File: src/rtl/i2c_slave_wm8731.sv
// I2C responder emulating the WM8731 control port: device byte, 16-bit register
// pointer, then write bursts or sequential reads against a small register file.
`timescale 1ns/1ps

module i2c_slave_wm8731 #(
    parameter logic [6:0] DEV_ADDR = 7'h1A,
    parameter int         REG_NUM  = 32
) (
    input  logic        clk,
    input  logic        rst_n,
    input  logic        scl_in,
    input  logic        sda_in,
    output logic        sda_oe,
    output logic        wr_en,
    output logic [15:0] wr_addr,
    output logic [7:0]  wr_data,
    output logic        busy
);

    localparam int          IDX_W     = (REG_NUM > 1) ? $clog2(REG_NUM) : 1;
    localparam logic [15:0] REG_LIMIT = 16'(REG_NUM);

    typedef enum logic [3:0] {
        IDLE,
        DEV,
        DEV_ACK,
        ADDR_H,
        ADDR_H_ACK,
        ADDR_L,
        ADDR_L_ACK,
        WDATA,
        WDATA_ACK,
        RDATA,
        RDATA_ACK,
        IGNORE
    } state_t;

    state_t      state, state_nxt;
    logic [2:0]  scl_sync, sda_sync;
    logic [2:0]  bit_cnt, bit_cnt_nxt;
    logic        byte_full, byte_full_nxt;
    logic [7:0]  shift, shift_nxt;
    logic [15:0] ptr, ptr_nxt;
    logic        rw, rw_nxt;
    logic        sda_oe_nxt;
    logic        busy_nxt;
    logic        commit_pend, commit_nxt;
    logic [7:0]  regs [REG_NUM];

    logic        scl_rise, scl_fall, scl_high;
    logic        start_det, stop_det;
    logic        sda_bit;
    logic        ptr_in_range;
    logic [7:0]  rd_byte;
    logic [7:0]  shifted_in;

    // Stages [1:0] synchronize the pins; stage [2] is the previous value for edge detection.
    always_ff @(posedge clk or negedge rst_n) begin
        if (!rst_n) begin
            scl_sync <= 3'b111;
            sda_sync <= 3'b111;
        end else begin
            // NOTE: non-blocking assignments let every flop sample the pre-edge value,
            // which is what makes this a shift chain rather than a single wire.
            scl_sync <= {scl_sync[1:0], scl_in};
            sda_sync <= {sda_sync[1:0], sda_in};
        end
    end

    assign scl_rise     = scl_sync[1] & ~scl_sync[2];
    assign scl_fall     = ~scl_sync[1] & scl_sync[2];
    assign scl_high     = scl_sync[1] & scl_sync[2];
    assign start_det    = scl_high & ~sda_sync[1] & sda_sync[2];
    assign stop_det     = scl_high & sda_sync[1] & ~sda_sync[2];
    assign sda_bit      = sda_sync[1];
    assign ptr_in_range = (ptr < REG_LIMIT);
    assign rd_byte      = ptr_in_range ? regs[ptr[IDX_W-1:0]] : 8'hFF;
    assign shifted_in   = {shift[6:0], sda_bit};

    always_ff @(posedge clk or negedge rst_n) begin
        if (!rst_n) begin
            state       <= IDLE;
            bit_cnt     <= '0;
            byte_full   <= 1'b0;
            shift       <= '0;
            ptr         <= '0;
            rw          <= 1'b0;
            sda_oe      <= 1'b0;
            busy        <= 1'b0;
            commit_pend <= 1'b0;
        end else begin
            state       <= state_nxt;
            bit_cnt     <= bit_cnt_nxt;
            byte_full   <= byte_full_nxt;
            shift       <= shift_nxt;
            ptr         <= ptr_nxt;
            rw          <= rw_nxt;
            sda_oe      <= sda_oe_nxt;
            busy        <= busy_nxt;
            commit_pend <= commit_nxt;
        end
    end

    always_comb begin
        // NOTE: every output of this block gets a default first, so no path can
        // leave one unassigned and infer a latch.
        state_nxt     = state;
        bit_cnt_nxt   = bit_cnt;
        byte_full_nxt = byte_full;
        shift_nxt     = shift;
        ptr_nxt       = ptr;
        rw_nxt        = rw;
        sda_oe_nxt    = sda_oe;
        busy_nxt      = busy;
        commit_nxt    = 1'b0;

        if (start_det) begin
            state_nxt     = DEV;
            bit_cnt_nxt   = '0;
            byte_full_nxt = 1'b0;
            sda_oe_nxt    = 1'b0;
        end else if (stop_det) begin
            state_nxt     = IDLE;
            bit_cnt_nxt   = '0;
            byte_full_nxt = 1'b0;
            sda_oe_nxt    = 1'b0;
            busy_nxt      = 1'b0;
        end else begin
            case (state)
                DEV, ADDR_H, ADDR_L, WDATA: begin
                    if (scl_rise) begin
                        shift_nxt   = shifted_in;
                        bit_cnt_nxt = bit_cnt + 3'd1;
                        if (bit_cnt == 3'd7) begin
                            byte_full_nxt = 1'b1;
                            commit_nxt    = (state == WDATA) && ptr_in_range;
                        end
                    end else if (scl_fall && byte_full) begin
                        // Falling edge after the 8th bit: decide ACK/NACK for this byte.
                        byte_full_nxt = 1'b0;
                        case (state)
                            DEV: begin
                                if (shift[7:1] == DEV_ADDR) begin
                                    state_nxt  = DEV_ACK;
                                    sda_oe_nxt = 1'b1;
                                    busy_nxt   = 1'b1;
                                    rw_nxt     = shift[0];
                                end else begin
                                    state_nxt  = IGNORE;
                                    sda_oe_nxt = 1'b0;
                                end
                            end
                            ADDR_H: begin
                                ptr_nxt[15:8] = shift;
                                state_nxt     = ADDR_H_ACK;
                                sda_oe_nxt    = 1'b1;
                            end
                            ADDR_L: begin
                                ptr_nxt[7:0] = shift;
                                state_nxt    = ADDR_L_ACK;
                                sda_oe_nxt   = 1'b1;
                            end
                            default: begin
                                if (ptr_in_range) begin
                                    state_nxt  = WDATA_ACK;
                                    sda_oe_nxt = 1'b1;
                                end else begin
                                    state_nxt  = IGNORE;
                                    sda_oe_nxt = 1'b0;
                                end
                            end
                        endcase
                    end
                end

                DEV_ACK: begin
                    if (scl_fall) begin
                        if (rw) begin
                            state_nxt  = RDATA;
                            shift_nxt  = rd_byte;
                            sda_oe_nxt = ~rd_byte[7];
                        end else begin
                            state_nxt  = ADDR_H;
                            sda_oe_nxt = 1'b0;
                        end
                    end
                end

                ADDR_H_ACK: begin
                    if (scl_fall) begin
                        state_nxt  = ADDR_L;
                        sda_oe_nxt = 1'b0;
                    end
                end

                ADDR_L_ACK: begin
                    if (scl_fall) begin
                        state_nxt  = WDATA;
                        sda_oe_nxt = 1'b0;
                    end
                end

                WDATA_ACK: begin
                    if (scl_fall) begin
                        state_nxt  = WDATA;
                        sda_oe_nxt = 1'b0;
                        ptr_nxt    = ptr + 16'd1;
                    end
                end

                RDATA: begin
                    if (scl_rise) begin
                        bit_cnt_nxt = bit_cnt + 3'd1;
                        if (bit_cnt == 3'd7)
                            byte_full_nxt = 1'b1;
                    end else if (scl_fall) begin
                        if (byte_full) begin
                            byte_full_nxt = 1'b0;
                            state_nxt     = RDATA_ACK;
                            sda_oe_nxt    = 1'b0;
                        end else begin
                            shift_nxt  = {shift[6:0], 1'b0};
                            sda_oe_nxt = ~shift[6];
                        end
                    end
                end

                RDATA_ACK: begin
                    // Master ACK advances the pointer early so the falling edge can load the next byte.
                    if (scl_rise) begin
                        if (sda_bit)
                            state_nxt = IGNORE;
                        else
                            ptr_nxt = ptr + 16'd1;
                    end else if (scl_fall) begin
                        state_nxt  = RDATA;
                        shift_nxt  = rd_byte;
                        sda_oe_nxt = ~rd_byte[7];
                    end
                end

                default: begin
                    sda_oe_nxt = 1'b0;
                end
            endcase
        end
    end

    // Commit one clock after the 8th data bit lands in the shifter.
    always_ff @(posedge clk or negedge rst_n) begin
        if (!rst_n) begin
            // NOTE: the register file is reset explicitly because reads must return
            // 0x00 after reset; this keeps it in flops rather than a RAM macro.
            for (int i = 0; i < REG_NUM; i++)
                regs[i] <= '0;
            wr_en   <= 1'b0;
            wr_addr <= '0;
            wr_data <= '0;
        end else begin
            wr_en <= commit_pend;
            if (commit_pend) begin
                regs[ptr[IDX_W-1:0]] <= shift;
                wr_addr              <= ptr;
                wr_data              <= shift;
            end
        end
    end

endmodule

File: config.mk
export PLATFORM = sky130hd
export DESIGN_NAME = i2c_slave_wm8731
export DESIGN_NICKNAME = d
export VERILOG_FILES = /design/src/rtl/i2c_slave_wm8731.sv
export SDC_FILE = /design/constraint.sdc
export NUM_CORES = 1
export LEC_CHECK = 0
export CAP_MARGIN = 20
export CORE_ASPECT_RATIO = 1.2
export CORE_MARGIN = 3
export CORE_UTILIZATION = 45
export CTS_CLUSTER_SIZE = 12
export DETAILED_ROUTE_END_ITERATION = 8
export REMOVE_ABC_BUFFERS = 1
export SETUP_SLACK_MARGIN = 0.1
export SYNTH_ARGS = -nofsm -noshare
export SYNTH_HDL_FRONTEND = slang
export SYNTH_SLANG_ARGS = --single-unit
File: constraint.sdc
create_clock -name clk -period 7.1 [get_ports clk]
set_input_delay 1.065 -clock clk [delete_from_list [all_inputs] [get_ports clk]]
set_output_delay 1.065 -clock clk [all_outputs]
set_load 0.01 [all_outputs]
==> impl_metrics.env, run 1 <==
export IMPL_status="finished, final reports clean"
export IMPL_grt_pass1_vias=9918
export IMPL_cts_max_level=2
export IMPL_p_leak_nw=7.883
export IMPL_worstMarginPinSlew_ns=1.101
export IMPL_clock_skew_ns=0.01394
export IMPL_dr_pass1_iters=5
export IMPL_area_delta_synth_final_pct=11.36
export IMPL_syn_avg_cell_area_sq_um=13.44
export IMPL_cp_startpoint="ptr[0]"
export IMPL_final_area_sq_mm=0.01719
export IMPL_regArea_sq_mm=0.008098
export IMPL_route_top_layer_used="met4"
export IMPL_synth_largest_area_cell="dfrtp_1"
export IMPL_min_path_type="flip-flop to flip-flop"
export IMPL_dpl_cell_area_sq_mm=0.01608
export IMPL_synth_edff_count=0
export IMPL_initialDrtViolationCount=863
export IMPL_grt_pass1_wl_um=60340
export IMPL_clockBufferDepth=3
export IMPL_relSlewSlack_pct=26.06
export IMPL_layout_drive_gt1_share_pct=38.49
export IMPL_fillers=2905
export IMPL_fin_setup_tns_ns=0
export IMPL_io_pins=31
export IMPL_worstPathMaxFanout=52
export IMPL_fp_row_count=73
export IMPL_synth_seq_area_share_pct=52.40
export IMPL_synth_top_flop_cell="dfrtp_1"
export IMPL_die_width_um=175.1
export IMPL_hp_start="sda_sync[0]"
export IMPL_drc=0
export IMPL_rsz0062_at_grt="false"
export IMPL_place_congestion=0.8935
export IMPL_clk_latency_ns=0.52
export IMPL_track_usage_pct=21.14
export IMPL_cts_root_buf="clkbuf_16"
export IMPL_antenna_found_initial=0
export IMPL_synth_warnings=0
export IMPL_wirelength_um=38060
export IMPL_overflow=0
export IMPL_setup_violations=0
export IMPL_dieArea_sq_mm=0.03658
export IMPL_yosysUniqueCellTypes=78
export IMPL_synth_most_common_cell="dfrtp_1"
export IMPL_post_cts_resized=0
export IMPL_cts_hold_buf=0
export IMPL_cts_tree="yes"
export IMPL_die_y_um=208.9
export IMPL_timing_rr_start="ptr[0]"
export IMPL_required_ns=7.49
export IMPL_synth_area_sq_mm=0.01544
export IMPL_cp_start_kind="flip-flop"
export IMPL_wl_per_cell_um=23.39
export IMPL_clkSlewWorstSetupHoldPaths_ns=0.06
export IMPL_start_util_pct=46.06
export IMPL_grt_max_degree=128
export IMPL_multi_input_area_sq_mm=0.006932
export IMPL_fin_crit_sh_pct=45.97
export IMPL_cts_setup_buffers=0
export IMPL_dp_hpwl_um=23680
export IMPL_slew_viol_final=0
export IMPL_vdd_drop_max_mv=0.1893
export IMPL_num_antenna_cells=0
export IMPL_synthCells=1149
export IMPL_wl_met2_um=18910
export IMPL_netlist_top_cells_area="dfrtp_1, mux2_2, mux4_2, mux2i_1, nor2_2"
export IMPL_crit_path_end_kind="flip-flop"
export IMPL_clkSinkCount=323
export IMPL_fmax_ghz=0.3064
export IMPL_arrival_ns=3.66
export IMPL_powerDensity_mw_per_mm2=314.9
export IMPL_antenna_left=0
export IMPL_wl_met1_um=16040
export IMPL_cts_buffers=35
export IMPL_synth_commonest_cells="dfrtp_1, mux2_2, nand2_1"
export IMPL_met3_length_um=1823
export IMPL_worst_setup_path_type="flip-flop to flip-flop"
export IMPL_synth_top_area_share_pct=51.38
export IMPL_maxCapViolCount=0
export IMPL_ys_ff_latch=323
export IMPL_period_needed_ns=3.264
export IMPL_io_buffers=30
export IMPL_hold_violations=0
export IMPL_async_flop_share_pct=100.0
export IMPL_fp_coreArea_sq_mm=0.03352
export IMPL_fin_nets=1168
export IMPL_vias=9622
export IMPL_via_per_inst=5.914
==> final timing paths <==
kind                               endpoint  slack (ns)  cells past startpoint
worst max-delay path               regs[16]        3.84                      5
worst min-delay path            sda_sync[1]        0.36                      0
worst max register to register     regs[16]        3.84                      5
worst min register to register  sda_sync[1]        0.36                      0
max in group asynchronous         regs[179]        4.94                      2
min in group asynchronous        bit_cnt[2]        0.67                      1
==> kinds of logic (layout without fill, tap and decap cells) <==
kind of cell / Yosys count / count (layout) / synth area share [%]
adder cells (fa/ha/maj): 9 / 9 / 0.7293
buffers and inverters: 89 / 117 / 2.707
AO/OA/AOI/OAI: 146 / 146 / 6.329
XOR/XNOR: 3 / 3 / 0.1702
multiplexers: 375 / 375 / 30.23
flip-flops: 323 / 323 / 52.40
AND/OR/NAND/NOR: 204 / 204 / 7.439
==> placed cells by master, fill, tap and decap left out, types with 11 or more instances in the layout <==
cell type and n:
a21oi_1 33, mux4_2 44, mux2i_1 44, nand2_1 48, a22oi_1 11, o22ai_1 22, clkbuf_16 37, nor2_1 28
o21ai_0 28, buf_4 15, clkbuf_1 12, nor2_2 29, nand3_1 21, dfrtp_1 315, mux2_2 286, inv_1 11
clkdlybuf4s50_1 29
==> power breakdown <==
part | switching [mW] | internal (mW)
Sequential | 0.262 | 1.94
Clock | 0.712 | 1.07
Combinational | 0.959 | 0.475
==> critical path, stage by stage, from the launching register on <==
cell,delay [ns]
dfrtp_4,0.51
buf_4,0.81
ha_1,0.28
nand2_1,0.35
nor2_1,0.71
mux2_2,0.41
==> per-layer routing <==
metal  up-vias  global-route usage, %
met5         -                      0
li1       4258                      -
met3        78                  2.963
met1      5006                  27.91
met2       280                  36.11
met4         0                  6.936
==> area by class of cell <==
cell class                      count  share of cell area, %
Clock inverter                      2                 0.2183
Multi-Input combinational cell    737                  40.31
Sequential cell                   323                  47.10
Inverter                           12                 0.2620
Clock buffer                       57                  6.287
Timing Repair Buffer               46                  2.547
Tap cell                          450                  3.275
==> per-stage QoR <==
stage	worst slack [ns]	hold slack (ns)	util [%]	cells	power (mW)
floorplan	3.027	0.3452	-	1072	3.073
global placement	3.833	0.3477	47.96	1568	3.640
detailed placement	3.740	0.3478	47.96	1568	3.648
CTS	3.764	0.3533	51.29	1627	5.451
global route	3.671	0.3568	51.29	1627	5.662
finish	3.836	0.3552	51.29	1627	5.415
==> flip-flops by register name, indices dropped and copies added (netlist names), 3 cells and up <==
| signal | cells |
|---|---|
| ptr | 16 |
| regs | 256 |
| state | 4 |
| sda_sync | 3 |
| wr_addr | 16 |
| bit_cnt | 3 |
| shift | 8 |
| scl_sync | 3 |
| wr_data | 8 |
(Power assumes the default switching activity.)
==> inputs of run 2 (changes only) <==
- clock period: 7.1 -> 3.1 ns (I/O delays scaled with it)
==> impl_metrics.env, run 2 (synthesis results as in run 1) <==
export IMPL_min_path_type="flip-flop to flip-flop"
export IMPL_power_internal_mw=8.078
export IMPL_vias=9906
export IMPL_fin_nets=1215
export IMPL_cts_hold_buf=1
export IMPL_num_antenna_cells=0
export IMPL_die_width_um=175.1
export IMPL_multi_input_area_sq_mm=0.006932
export IMPL_fin_cells=1671
export IMPL_worstMarginPinSlew_ns=0.9733
export IMPL_holdWs_ns=0.3552
export IMPL_via_per_inst=5.928
export IMPL_start_util_pct=46.06
export IMPL_fp_row_count=73
export IMPL_seq_power_share_pct=39.4
export IMPL_worst_setup_path_type="flip-flop to flip-flop"
export IMPL_fillers=2909
export IMPL_dp_cells=1614
export IMPL_regArea_sq_mm=0.008098
export IMPL_vdd_drop_max_mv=0.3610
export IMPL_rsz0062_at_grt="false"
export IMPL_die_y_um=208.9
export IMPL_dp_slack_ns=0.6369
export IMPL_antenna_left=0
export IMPL_track_usage_pct=21.60
export IMPL_fin_crit_sh_pct=81.23
export IMPL_io_pins=31
export IMPL_grt_max_degree=65
export IMPL_fmax_ghz=0.3971
export IMPL_dp_hpwl_um=25710
export IMPL_period_needed_ns=2.518
export IMPL_slew_viol_final=0
export IMPL_cts_max_level=2
export IMPL_regMostFlops="regs"
export IMPL_clk_latency_ns=0.51
export IMPL_overflow=0
export IMPL_final_util_pct=52.44
export IMPL_cts_tree="yes"
export IMPL_arrival_ns=2.93
export IMPL_drc=0
export IMPL_clkSlewWorstSetupHoldPaths_ns=0.06
export IMPL_maxCapViolCount=0
export IMPL_most_common_layout_cells="dfrtp_1, mux2_2, buf_4"
export IMPL_largest_reg_flops=256
export IMPL_final_common_cell="dfrtp_1"
export IMPL_reg_largest_list="regs: 256 flops, ptr: 16 flops, wr_addr: 16 flops"
export IMPL_switching_share_pct=35.55
export IMPL_clockBufferDepth=3
export IMPL_cts_buffers=35
export IMPL_wirelength_um=39040
export IMPL_wl_per_cell_um=23.36
export IMPL_initialDrtViolationCount=928
export IMPL_fp_coreArea_sq_mm=0.03352
export IMPL_cts_setup_buffers=0
export IMPL_setup_ws_ns=0.5818
export IMPL_dr_pass1_iters=5
export IMPL_status="finished, final reports clean"
export IMPL_powerDensity_mw_per_mm2=713.0
export IMPL_cp_start_kind="flip-flop"
export IMPL_antenna_found_initial=0
export IMPL_finalPower_mw=12.53
export IMPL_io_buffers=30
export IMPL_comb_power_share_pct=28.7
export IMPL_power_switching_mw=4.456
export IMPL_hold_violations=0
export IMPL_worstPathMaxFanout=20
export IMPL_relSlewSlack_pct=35.12
export IMPL_dieArea_sq_mm=0.03658
export IMPL_cts_root_buf="clkbuf_16"
export IMPL_grt_pass1_wl_um=61790
export IMPL_grt_pass1_vias=10210
export IMPL_clock_skew_ns=0.01118
export IMPL_setup_violations=0
export IMPL_crit_path_end_kind="flip-flop"
export IMPL_p_leak_nw=8.131
export IMPL_required_ns=3.52
export IMPL_post_cts_resized=0
export IMPL_place_congestion=0.9097
export IMPL_clkSinkCount=323
export IMPL_area_delta_synth_final_pct=13.86
export IMPL_clkPwrFrac_pct=31.9
export IMPL_layout_drive_gt1_share_pct=40.79
## run 2: changes by cell type in the layout (fill, tap and decap cells not counted)
cell | previous run | this run
buf_4 | 15 | 56
clkbuf_8 | 8 | 6
clkinvlp_4 | 1 | 0
clkinv_2 | 0 | 2
clkbuf_1 | 12 | 10
dlygate4sd3_1 | 0 | 1
buf_12 | 1 | 6
## run 2: worst paths after layout
check / from / endpoint / slack, ns / cells after the start
max: ptr[0] / shift[1] / 0.58 / 9
min: sda_sync[0] / sda_sync[1] / 0.36 / 0
max reg2reg: ptr[0] / shift[1] / 0.58 / 9
min reg2reg: sda_sync[0] / sda_sync[1] / 0.36 / 0
max in group asynchronous: rst_n / scl_sync[0] / 1.72 / 3
min in group asynchronous: rst_n / bit_cnt[0] / 0.50 / 2
## run 2: power groups by stage
stage                     combinational, mW  clock (mW)  sequential, mW
final                                  3.60        4.00            4.93
after global routing                   3.86        4.27            4.96
after CTS                              3.57        4.10            4.91
after detailed placement               3.56           0            4.98
after global placement                 3.54           0            4.99
after floorplan                        1.68           0            5.36
## run 2: metal layers
metal  share of wire (%)  vias to the layer above  global-route usage, %
met3                 4.4                       72                  2.744
met5                   0                        -                      0
met4                 2.8                        0                  6.083
met2                  49                      318                  36.65
met1                  43                     5165                  29.37
li1                    -                     4351                      -
## run 2: area by class of cell
class | instances | share of cell area, %
tap | 450 | 3.203
timing repair buffer | 93 | 4.868
inverter | 12 | 0.2562
clock inverter | 3 | 0.2278
clock buffer | 53 | 5.950
multi-input combinational | 737 | 39.43
sequential | 323 | 46.06
## run 2: stage by stage
step,TNS [ns],cell area [sq um]
2_1_floorplan,-193.78,15070
3_3_place_gp,0,16480
3_5_place_dp,0,16480
4_1_cts,0,17580
5_1_grt,0,17580
6_report,0,17580
## run 2: critical path: stages, from the launching register on
cell and delay (ns):
dfrtp_4 0.57, buf_12 0.21, buf_4 0.18, nor2b_1 0.41, nand2_1 0.20, o22ai_1 0.27, nor3_1 0.08, buf_4 0.16
and4_1 0.14, o31ai_1 0.19
==> inputs of run 3 (changes only) <==
- clock period: 3.1 -> 2.22 ns (I/O delays scaled with it)
==> impl_metrics.env, run 3 (synthesis results as in run 1) <==
export IMPL_status="complete, but fails checks"
export IMPL_failed_checks="setup timing"
export IMPL_setup_ws_ns=-0.02076
export IMPL_final_util_pct=56.82
export IMPL_multi_input_area_sq_mm=0.007138
export IMPL_required_ns=2.62
export IMPL_worstPathMaxFanout=15
export IMPL_slowest_delay_ns=0.55
export IMPL_dp_hpwl_um=27050
export IMPL_vdd_drop_max_mv=0.4917
export IMPL_place_congestion=0.9226
export IMPL_grt_pass1_vias=11010
export IMPL_largest_reg_flops=256
export IMPL_via_per_inst=5.775
export IMPL_area_delta_synth_final_pct=23.36
export IMPL_finalPower_mw=19.01
export IMPL_overflow=0
export IMPL_dr_pass1_iters=5
export IMPL_period_needed_ns=2.241
export IMPL_cts_buffers=36
export IMPL_fp_coreArea_sq_mm=0.03352
export IMPL_fin_cells=1793
export IMPL_rsz0062_at_grt="true"
export IMPL_final_common_cell="dfrtp_1"
export IMPL_regArea_sq_mm=0.008099
export IMPL_antenna_found_initial=0
export IMPL_worst_setup_path_type="flip-flop to flip-flop"
export IMPL_dieArea_sq_mm=0.03658
export IMPL_clockBufferDepth=3
export IMPL_worstMarginPinSlew_ns=0.5039
export IMPL_vias=10350
export IMPL_cts_max_level=2
export IMPL_path_cells="inv_2 -> ha_4 -> or3b_1 -> a31oi_1 -> o21ai_1 -> a211o_1 -> buf_12 -> mux2_2"
export IMPL_crit_path_end_kind="flip-flop"
export IMPL_fp_row_count=73
export IMPL_wirelength_um=40400
export IMPL_io_pins=31
export IMPL_die_y_um=208.9
export IMPL_arrival_ns=2.64
export IMPL_fillers=2792
export IMPL_maxCapViolCount=0
export IMPL_rrSetupSlack_ns=-0.02
export IMPL_num_antenna_cells=0
export IMPL_cts_root_buf="clkbuf_16"
export IMPL_clkSlewWorstSetupHoldPaths_ns=0.06
export IMPL_hold_violations=0
export IMPL_cp_start_kind="flip-flop"
export IMPL_p_leak_nw=8.855
export IMPL_most_common_layout_cells="dfrtp_1, mux2_2, buf_4"
export IMPL_fin_nets=1334
export IMPL_clkSinkCount=323
export IMPL_start_util_pct=46.06
export IMPL_grt_pass1_wl_um=64400
export IMPL_clock_skew_ns=0.02149
export IMPL_slew_viol_final=0
export IMPL_grt_max_degree=59
export IMPL_clk_latency_ns=0.52
export IMPL_layout_drive_gt1_share_pct=48.99
export IMPL_wl_per_cell_um=22.53
export IMPL_io_buffers=30
export IMPL_drc=0
export IMPL_setup_violations=3
export IMPL_dp_cells=1722
export IMPL_initialDrtViolationCount=672
export IMPL_path_delay_family="compound AO/OA/AOI/OAI gates"
export IMPL_path_buf_inv=2
export IMPL_fmax_ghz=0.4463
export IMPL_fin_crit_sh_pct=100.9
export IMPL_die_width_um=175.1
export IMPL_antenna_left=0
export IMPL_track_usage_pct=22.43
export IMPL_cts_tree="yes"
export IMPL_regMostFlops="regs"
export IMPL_min_path_type="input pin to flip-flop"
export IMPL_reg_largest_list="regs: 256 flops, ptr: 16 flops, wr_addr: 16 flops"
export IMPL_cp_slowest_cell="dfstp_2"
export IMPL_powerDensity_mw_per_mm2=998.3
export IMPL_relSlewSlack_pct=65.93
[run 3: final timing paths]
kind,cells past startpoint,to,startpoint
worst max-delay path,8,shift[0],scl_sync[2]
worst min-delay path,1,sda_sync[0],sda_in
worst max register to register,8,shift[0],scl_sync[2]
worst min register to register,0,sda_sync[1],sda_sync[0]
max in group asynchronous,3,regs[37],rst_n
min in group asynchronous,2,regs[249],rst_n
[run 3: per-stage QoR]
stage | hold slack [ns] | TNS [ns] | instance area [sq um] | setup slack (ns)
6_report | 0.2195 | -0.03404 | 19050 | -0.02076
5_1_grt | 0.2147 | -0.8978 | 19050 | -0.1084
4_1_cts | 0.2011 | -0.01624 | 18870 | -0.01624
3_5_place_dp | 0.2933 | -0.3755 | 17580 | -0.1195
3_3_place_gp | 0.2914 | -0.2067 | 17580 | -0.08554
2_1_floorplan | 0.03741 | -441.67 | 15070 | -1.853
[run 3: layout make-up]
type / instances / share of cell area [%]
Multi-Input combinational cell: 737 / 37.48
Tap cell: 450 / 2.956
Inverter: 12 / 0.2496
Timing Repair Buffer: 211 / 10.89
Clock inverter: 5 / 0.1642
Clock buffer: 55 / 5.741
Sequential cell: 323 / 42.52
[run 3: worst register-to-register path, cell delays in order, from the launching register on]
cell     delay [ns]
dfstp_2        0.55
inv_2          0.05
ha_4           0.16
or3b_1         0.38
a31oi_1        0.18
o21ai_1        0.08
a211o_1        0.30
buf_12         0.16
mux2_2         0.27
[run 3: what timing repair did]
item / CTS / global route
hold buffers: 1 / 0
resized for setup: 26 / 34
pin swaps: 6 / 5
buffers inserted: 5 / 3
endpoints found under the hold margin: 37 / 0
setup endpoints to repair: 93 / 29
gates cloned: 1 / 1
[run 3: per-layer routing]
metal	up-vias	wire, um	GRT usage [%]
li1	4603	-	-
met1	5424	17320	29.46
met2	236	19900	37.84
met3	91	1536	3.162
met4	0	1647	8.671
met5	-	0	0
[run 3: report_power, final]
group | switching, mW | internal, mW | leakage, nW | total (mW)
sequential | 0.352 | 6.21 | 4.43 | 6.56
combinational | 4.01 | 2.73 | 3.87 | 6.75
clock | 2.33 | 3.38 | 0.554 | 5.71
total | 6.70 | 12.3 | 8.85 | 19.0
